<file path="src/rtl/is_uart_tx_engine.sv">
// UART transmit engine: small push FIFO feeding a bit_ce_i-paced frame serializer.
// Define IS_UART_TX_BREAK_EN to compile in break generation (BREAK state driven by brk_i).
module is_uart_tx_engine #(
    parameter int DATA_W     = 8,
    parameter int FIFO_DEPTH = 4
) (
    input  logic                              clk_i,
    input  logic                              rst_i,
    input  logic                              bit_ce_i,
    input  logic                              tx_valid_i,
    input  logic [DATA_W-1:0]                 tx_data_i,
    output logic                              tx_ready_o,
    input  logic [1:0]                        par_mode_i,
    input  logic                              stop2_i,
    input  logic                              brk_i,
    output logic                              txd_o,
    output logic                              txct_o,
    output logic                              busy_o,
    output logic [$clog2(FIFO_DEPTH+1)-1:0]   fifo_cnt_o
);
    localparam int PTR_W = $clog2(FIFO_DEPTH);
    localparam int CNT_W = $clog2(FIFO_DEPTH + 1);
    localparam int BIT_W = $clog2(DATA_W);

    typedef enum logic [2:0] {
        ST_IDLE,
        ST_START,
        ST_DATA,
        ST_PARITY,
        ST_STOP1,
        ST_STOP2
`ifdef IS_UART_TX_BREAK_EN
        , ST_BREAK
`endif
    } state_t;

    logic [DATA_W-1:0] mem_q [FIFO_DEPTH];
    logic [PTR_W-1:0]  wr_ptr_q, rd_ptr_q;
    logic [CNT_W-1:0]  cnt_q, cnt_d;
    logic              full, empty, push, pop, frame_end;

    state_t            state_q;
    logic [DATA_W-1:0] shift_q;
    logic [BIT_W-1:0]  bit_cnt_q;
    logic              txd_q, txct_q, par_en_q, par_bit_q, stop2_q;

    assign full       = (cnt_q == CNT_W'(FIFO_DEPTH));
    assign empty      = (cnt_q == '0);
    assign tx_ready_o = !full;
    assign push       = tx_valid_i && !full;
    assign fifo_cnt_o = cnt_q;
    assign txd_o      = txd_q;
    assign txct_o     = txct_q;
    assign busy_o     = (state_q != ST_IDLE);

    assign frame_end  = bit_ce_i && ((state_q == ST_STOP1 && !stop2_q) || state_q == ST_STOP2);

`ifdef IS_UART_TX_BREAK_EN
    logic brk_take;
    assign brk_take = bit_ce_i && (state_q == ST_IDLE) && brk_i;
    assign pop      = !empty && !brk_take && ((bit_ce_i && state_q == ST_IDLE) || frame_end);
`else
    logic unused_brk;
    assign unused_brk = brk_i;
    assign pop        = !empty && ((bit_ce_i && state_q == ST_IDLE) || frame_end);
`endif

    // pop only looks at the registered count, so a word written this cycle waits one cycle
    assign cnt_d = cnt_q + CNT_W'(push) - CNT_W'(pop);

    always_ff @(posedge clk_i) begin
        if (push) begin
            mem_q[wr_ptr_q] <= tx_data_i;
        end
    end

    always_ff @(posedge clk_i or posedge rst_i) begin
        if (rst_i) begin
            wr_ptr_q <= '0;
            rd_ptr_q <= '0;
            cnt_q    <= '0;
        end else begin
            if (push) wr_ptr_q <= wr_ptr_q + PTR_W'(1);
            if (pop)  rd_ptr_q <= rd_ptr_q + PTR_W'(1);
            cnt_q <= cnt_d;
        end
    end

    always_ff @(posedge clk_i or posedge rst_i) begin
        if (rst_i) begin
            state_q   <= ST_IDLE;
            shift_q   <= '0;
            bit_cnt_q <= '0;
            txd_q     <= 1'b1;
            txct_q    <= 1'b1;
            par_en_q  <= 1'b0;
            par_bit_q <= 1'b0;
            stop2_q   <= 1'b0;
        end else if (bit_ce_i) begin
            if (pop) begin
                // frame configuration is captured together with the word
                state_q   <= ST_START;
                shift_q   <= mem_q[rd_ptr_q];
                par_en_q  <= (par_mode_i == 2'd1) || (par_mode_i == 2'd2);
                par_bit_q <= (^mem_q[rd_ptr_q]) ^ (par_mode_i == 2'd2);
                stop2_q   <= stop2_i;
                txd_q     <= 1'b0;
                txct_q    <= 1'b0;
            end
`ifdef IS_UART_TX_BREAK_EN
            else if (brk_take) begin
                state_q <= ST_BREAK;
                txd_q   <= 1'b0;
                txct_q  <= 1'b0;
            end
`endif
            else begin
                case (state_q)
                    ST_IDLE: ;
                    ST_START: begin
                        txd_q     <= shift_q[0];
                        bit_cnt_q <= '0;
                        state_q   <= ST_DATA;
                    end
                    ST_DATA: begin
                        if (bit_cnt_q != BIT_W'(DATA_W - 1)) begin
                            shift_q   <= shift_q >> 1;
                            txd_q     <= shift_q[1];
                            bit_cnt_q <= bit_cnt_q + BIT_W'(1);
                        end else if (par_en_q) begin
                            txd_q   <= par_bit_q;
                            state_q <= ST_PARITY;
                        end else begin
                            txd_q   <= 1'b1;
                            state_q <= ST_STOP1;
                        end
                    end
                    ST_PARITY: begin
                        txd_q   <= 1'b1;
                        state_q <= ST_STOP1;
                    end
                    ST_STOP1: begin
                        if (stop2_q) begin
                            state_q <= ST_STOP2;
                        end else begin
                            txd_q   <= 1'b1;
                            txct_q  <= 1'b1;
                            state_q <= ST_IDLE;
                        end
                    end
                    ST_STOP2: begin
                        txd_q   <= 1'b1;
                        txct_q  <= 1'b1;
                        state_q <= ST_IDLE;
                    end
`ifdef IS_UART_TX_BREAK_EN
                    ST_BREAK: begin
                        if (!brk_i) begin
                            txd_q   <= 1'b1;
                            state_q <= ST_STOP1;
                        end
                    end
`endif
                    default: state_q <= ST_IDLE;
                endcase
            end
        end
    end
endmodule

</file>
<file path="config.mk">
export PLATFORM = sky130hd
export DESIGN_NAME = is_uart_tx_engine
export DESIGN_NICKNAME = d
export VERILOG_FILES = /design/src/rtl/is_uart_tx_engine.sv
export SDC_FILE = /design/constraint.sdc
export NUM_CORES = 1
export LEC_CHECK = 0
export ABC_AREA = 1
export CORE_MARGIN = 4
export CORE_UTILIZATION = 35
export DETAILED_ROUTE_END_ITERATION = 7
export PLACE_DENSITY = 0.62
export SYNTH_ARGS = -nofsm -noshare
export SYNTH_HDL_FRONTEND = slang
export SYNTH_SLANG_ARGS = --single-unit
</file>
<file path="constraint.sdc">
create_clock -name clk_i -period 7.2 [get_ports clk_i]
set_clock_uncertainty 0.2 [all_clocks]
set_input_delay 1.44 -clock clk_i [delete_from_list [all_inputs] [get_ports clk_i]]
set_output_delay 1.44 -clock clk_i [all_outputs]
set_load 0.005 [all_outputs]
</file>
# Yosys cells after proc, flatten, opt, wreduce, memory -nomap -nowiden
# Memory sizes are Yosys's and may differ from the RTL's.
# Cells that the tools add are included.
# op_classes
muxes,19
eq_ne,13
n_reduce_logical,27
addsub,5
bitwise,2
# ops
operator,count
8-bit 2-to-1 mux,3
3-bit 2-to-1 mux,5
3-bit one-hot mux with 5 select lines,1
3-bit AND reduction,4
"3-bit equality test, second input constant",3
"3-bit inequality test, second input constant",3
8-bit parity,1
1-bit 2-to-1 mux,7
"3-bit by 2-bit equality test with 1-bit output, second input constant",2
3-bit zero test,2
3-bit one-hot mux with 2 select lines,1
2-bit nonzero test,3
3-bit nonzero test,2
1-bit logical AND,5
5-bit nonzero test,1
"2-bit by 1-bit adder with 2-bit output, second input constant",2
"2-bit inequality test, second input constant",2
1-bit one-hot mux with 4 select lines,1
4-bit AND reduction,1
3-bit by 1-bit adder with 3-bit output,1
"3-bit by 1-bit adder with 3-bit output, second input constant",1
"3-bit by 1-bit equality test with 1-bit output, second input constant",1
1-bit zero test,3
1-bit logical OR,3
other kinds (8),8
# word_totals
input_bits,16
mem_count,1
regBits,26
wordCells,78
mem_bits_rw,32
out_inout_bits,7
# mem_list
name,words,word_bits,read_ports,rd_ports_with_merged_regs,write_ports,line_no,rtl
mem_q,4,8,1,0,1,37,logic [DATA_W-1:0] mem_q [FIFO_DEPTH];

# Depth between registers and ports, before layout
# depth
ltp_word,8
depth_mapped,15
depth_no_buf,14

# Least setup slack after synthesis
# Ideal clock, no wire load.
# synth_timing
path_type,in2reg
start,input port bit_ce_i
end,"register cnt_q[2], in the netlist fifo_cnt_o[2]"
path_buffers,1
stages,11
slack_ns,3.840
setup_ns,0.123
arrival_ns,3.038
t_required_ns,6.877
cell_sequence,inv_1 -> nor3_2 -> nand3_2 -> inv_1 -> buf_4 -> ha_1 -> inv_1 -> ha_1 -> inv_1 -> fa_1 -> xnor2_1
# synth_between
elab_chain_cells,4
elab_cells_between_ends,5
classes_between,1 x add/sub; 4 x reduce/logical
# synth_rtl
item,line_no,rtl
from (decl),9,"input logic bit_ce_i,"
1-bit logical AND (on tied branches),"65, 56",
1-bit logical OR *,65,assign pop = !empty && ((bit_ce_i && state_q == ST_IDLE) || frame_end);
1-bit logical AND *,65,
3-bit by 1-bit subtractor with 3-bit output *,69,assign cnt_d = cnt_q + CNT_W'(push) - CNT_W'(pop);
named net cnt_d[2],39,"logic [CNT_W-1:0] cnt_q, cnt_d;"
to (signal assigned),85,cnt_q <= cnt_d;
to (decl),39,
# The timed path passes the listed nets; every way through them passes the cells marked *.
# A chain may end at the register's enable or synchronous reset.

# Worst setup path after layout
# Same ends and word-level chain as after synthesis.

==> metrics.txt <==
run status=finished clean; P_leak=1.48 nW; Pwr Total=between 0.001 and 0.0015 W; worst skew pair latency=0.33 ns; clk slew on worst S/H paths=around 0.070 ns; CTS tree=yes; slowest stage delay, CP=0.48 ns; worst rel slew slack=35.5%; Routed Antenna Nets=0; CP Capture Type=register; die footprint=around 9600 um^2; crit-path max FO=13; Placed Area=a little over 3000 um^2; HPWL Detailed=3.68 mm; crit path kind=input pin to register; Crit path buffers/inverters=5; first-pass GRT wire length=approximately 9 mm; IO Count=23; vias=between 1.5k and 2k; H-tree levels=3; Finished Cell Area=between 3000 and 4000 um^2; Inserted Clock Buffers=9; DP Cell Count=approximately 410; Crit. Startpoint=bit_ce_i; most frequent cells in the layout=nand2_1, inv_1, edfxtp_1; Max Fclk=about 250 MHz; period utilization=55.6%; total of max-cap violations=0; n_diodes=0; Layout Cells excl Fill=around 430; reg2reg start=state_q[0]; mapped cell area=about 2800 um^2; Req. time, crit path=7.22 ns; sequential share of the synthesized area=between 50% and 60%; CTS root buf=clkbuf_8; Initial Util=a little over a third; Port Buffers=21; WL per Instance=between 10 and 15 um; most common cell after layout, fill and taps aside=nand2_1; Worst Hold Class=register to register; peak supply drop=~200 uV; unrepaired setup endpoints after global routing=no; vias in the first global route=1975; gp weighted congestion=a little under 0.8; area growth from synthesis to layout=18.1%; Final setup violation count=0; slowest stage cell, crit path=clkdlybuf4s50_1; Startpoint Class=input pin; hold_ws=0.265 ns; Final Max Tran Viols=0; worst endpoint data arrival time=4.02 ns; fraction of layout cells with a size suffix above 1=a little under an eighth; PwrDens=approximately 450 nW/um^2; Synth Net Count=around 320; grt ovf=0; Register Area=roughly 1600 um^2; DIE WIDTH=about 98 um; Hold Crit Start=txct_o; DRT Wirelength=about 5.3 mm; most numerous cell on the critical path=inv_1; drt first pass iters=4; Cell Rows=32; vias per inst=approximately 4.6; #FFs+latches synth=58; die height=97.9 um; crit path cell chain=clkdlybuf4s50_1 -> inv_1 -> nor3_2 -> nand3_2 -> inv_1 -> ha_1 -> inv_1 -> ha_1 -> inv_1 -> fa_1 -> xnor2_1; Multi-input gate area=between 1000 and 1500 um^2; Synth Warn #=0; CTS max path bufs=2; Slew @ Worst Pin=a little under 1 ns; antenna violations before repair=0; post_cts resized=0; Fin. Hold Viols=0; largest net degree at the start of global routing=27; setup TNS after final layout=0 ns; Post-Synthesis Cells=just under 300; hold buffers post-CTS=0; Netlist cell types=37; CORE AREA=around 8000 um^2; layout net count=348; initial DRC count=97; # Post-CTS Setup Buffers=0; drc violations=0; Crit path max-delay family=buffers and inverters; Fillers=~760; clock sink count=58; Synth Area per Inst=~9.6 um^2; GRT Overall Usage=between 10 and 15%; Final min period=around 4.0 ns
[synth_stat cells]
| cell | n | area [um^2] |
|---|---|---|
| a211oi_1 | 1 | 7.51 |
| a21oi_1 | 5 | 25.0 |
| a21oi_2 | 1 | 8.76 |
| a221oi_1 | 1 | 8.76 |
| a221oi_2 | 1 | 15.0 |
| a22o_1 | 2 | 17.5 |
| a22oi_1 | 1 | 7.51 |
| buf_2 | 1 | 5.00 |
| buf_4 | 3 | 22.5 |
| buf_6 | 2 | 22.5 |
| clkinv_1 | 1 | 3.75 |
| dfrtp_1 | 24 | 601 |
| dfstp_2 | 2 | 52.6 |
| edfxtp_1 | 32 | 961 |
| fa_1 | 1 | 20.0 |
| ha_1 | 9 | 113 |
| inv_1 | 35 | 131 |
| inv_2 | 6 | 22.5 |
| inv_4 | 1 | 6.26 |
| mux2i_4 | 1 | 22.5 |
| nand2_1 | 87 | 327 |
| nand2_2 | 5 | 31.3 |
| nand2_4 | 1 | 11.3 |
| nand3_1 | 26 | 130 |
| nand3_2 | 1 | 10.0 |
| nand3b_1 | 1 | 7.51 |
| nor2_1 | 18 | 67.6 |
| nor2_2 | 1 | 6.26 |
| nor2_4 | 1 | 11.3 |
| nor3_1 | 2 | 10.0 |
| nor3_2 | 1 | 10.0 |
| o21ai_0 | 14 | 70.1 |
| o221ai_1 | 1 | 8.76 |
| o22ai_1 | 2 | 12.5 |
| o31ai_1 | 1 | 7.51 |
| xnor2_1 | 2 | 17.5 |
| xor2_1 | 2 | 17.5 |
[worst paths after layout]
path | cells after the start | end | slack, ns
min in group asynchronous | 2 | rd_ptr_q[0] | 1.43
hold reg to reg | 2 | txct_o | 0.26
hold / removal | 2 | txct_o | 0.26
max in group asynchronous | 2 | shift_q[6] | 4.78
setup reg to reg | 11 | fifo_cnt_o[2] | 4.39
setup / recovery | 11 | fifo_cnt_o[2] | 3.19
[state kept, by name (all words and copies together) (netlist names)]
signal	cells
bit_cnt_q	3
stop2_q	1
fifo_cnt_o	3
par_en_q	1
state_q	3
rd_ptr_q	2
txd_o	1
par_bit_q	1
wr_ptr_q	2
shift_q	8
txct_o	1
mem_q	32
[tightest hold or removal path, delay by kind of cell (launching register included)]
family | cells | cell delay [ns]
DFF | 1 | 0.37
AOI/OAI and AO/OA | 1 | 0.05
buffers and inverters | 1 | 0.04
[power by group]
group          internal, W  switching [W]  leakage [nW]
Sequential        0.000468      0.0000854         0.605
Combinational     0.000234       0.000372         0.772
Clock             0.000198       0.000137         0.106
[kinds of logic after synthesis]
logic type / share of synthesized area, %
xor+xnor: 1.24
buf+inv: 7.56
mux: 0.796
flops: 57.1
simple gates: 22.0
fa+ha+maj: 4.69
compound gates: 6.68
[routing by layer]
| layer | up-vias | global-route usage, % | share of wire [%] |
|---|---|---|---|
| met5 | - | 0 | 0 |
| met2 | 54 | 19.7 | 47 |
| met1 | 912 | 14.7 | 46 |
| met3 | 11 | 3.93 | 5.9 |
| met4 | 0 | 5.54 | 1.8 |
| li1 | 1017 | - | - |
[per-stage QoR]
step | worst slack (ns) | util [%]
floorplan | 3.84 | -
global placement | 2.87 | 39.9
detailed placement | 2.86 | 39.9
CTS | 3.20 | 42.8
global route | 3.00 | 42.8
finish | 3.19 | 42.8
[layout make-up]
class                           count  share of cell area [%]
Clock buffer                        9                    3.71
Clock inverter                      7                    3.03
Tap cell                          102                    3.82
Sequential cell                    58                    48.3
Inverter                           43                    4.90
Multi-Input combinational cell    189                    30.0
Timing Repair Buffer               21                    6.29
Power figures use the tool's default switching activity.
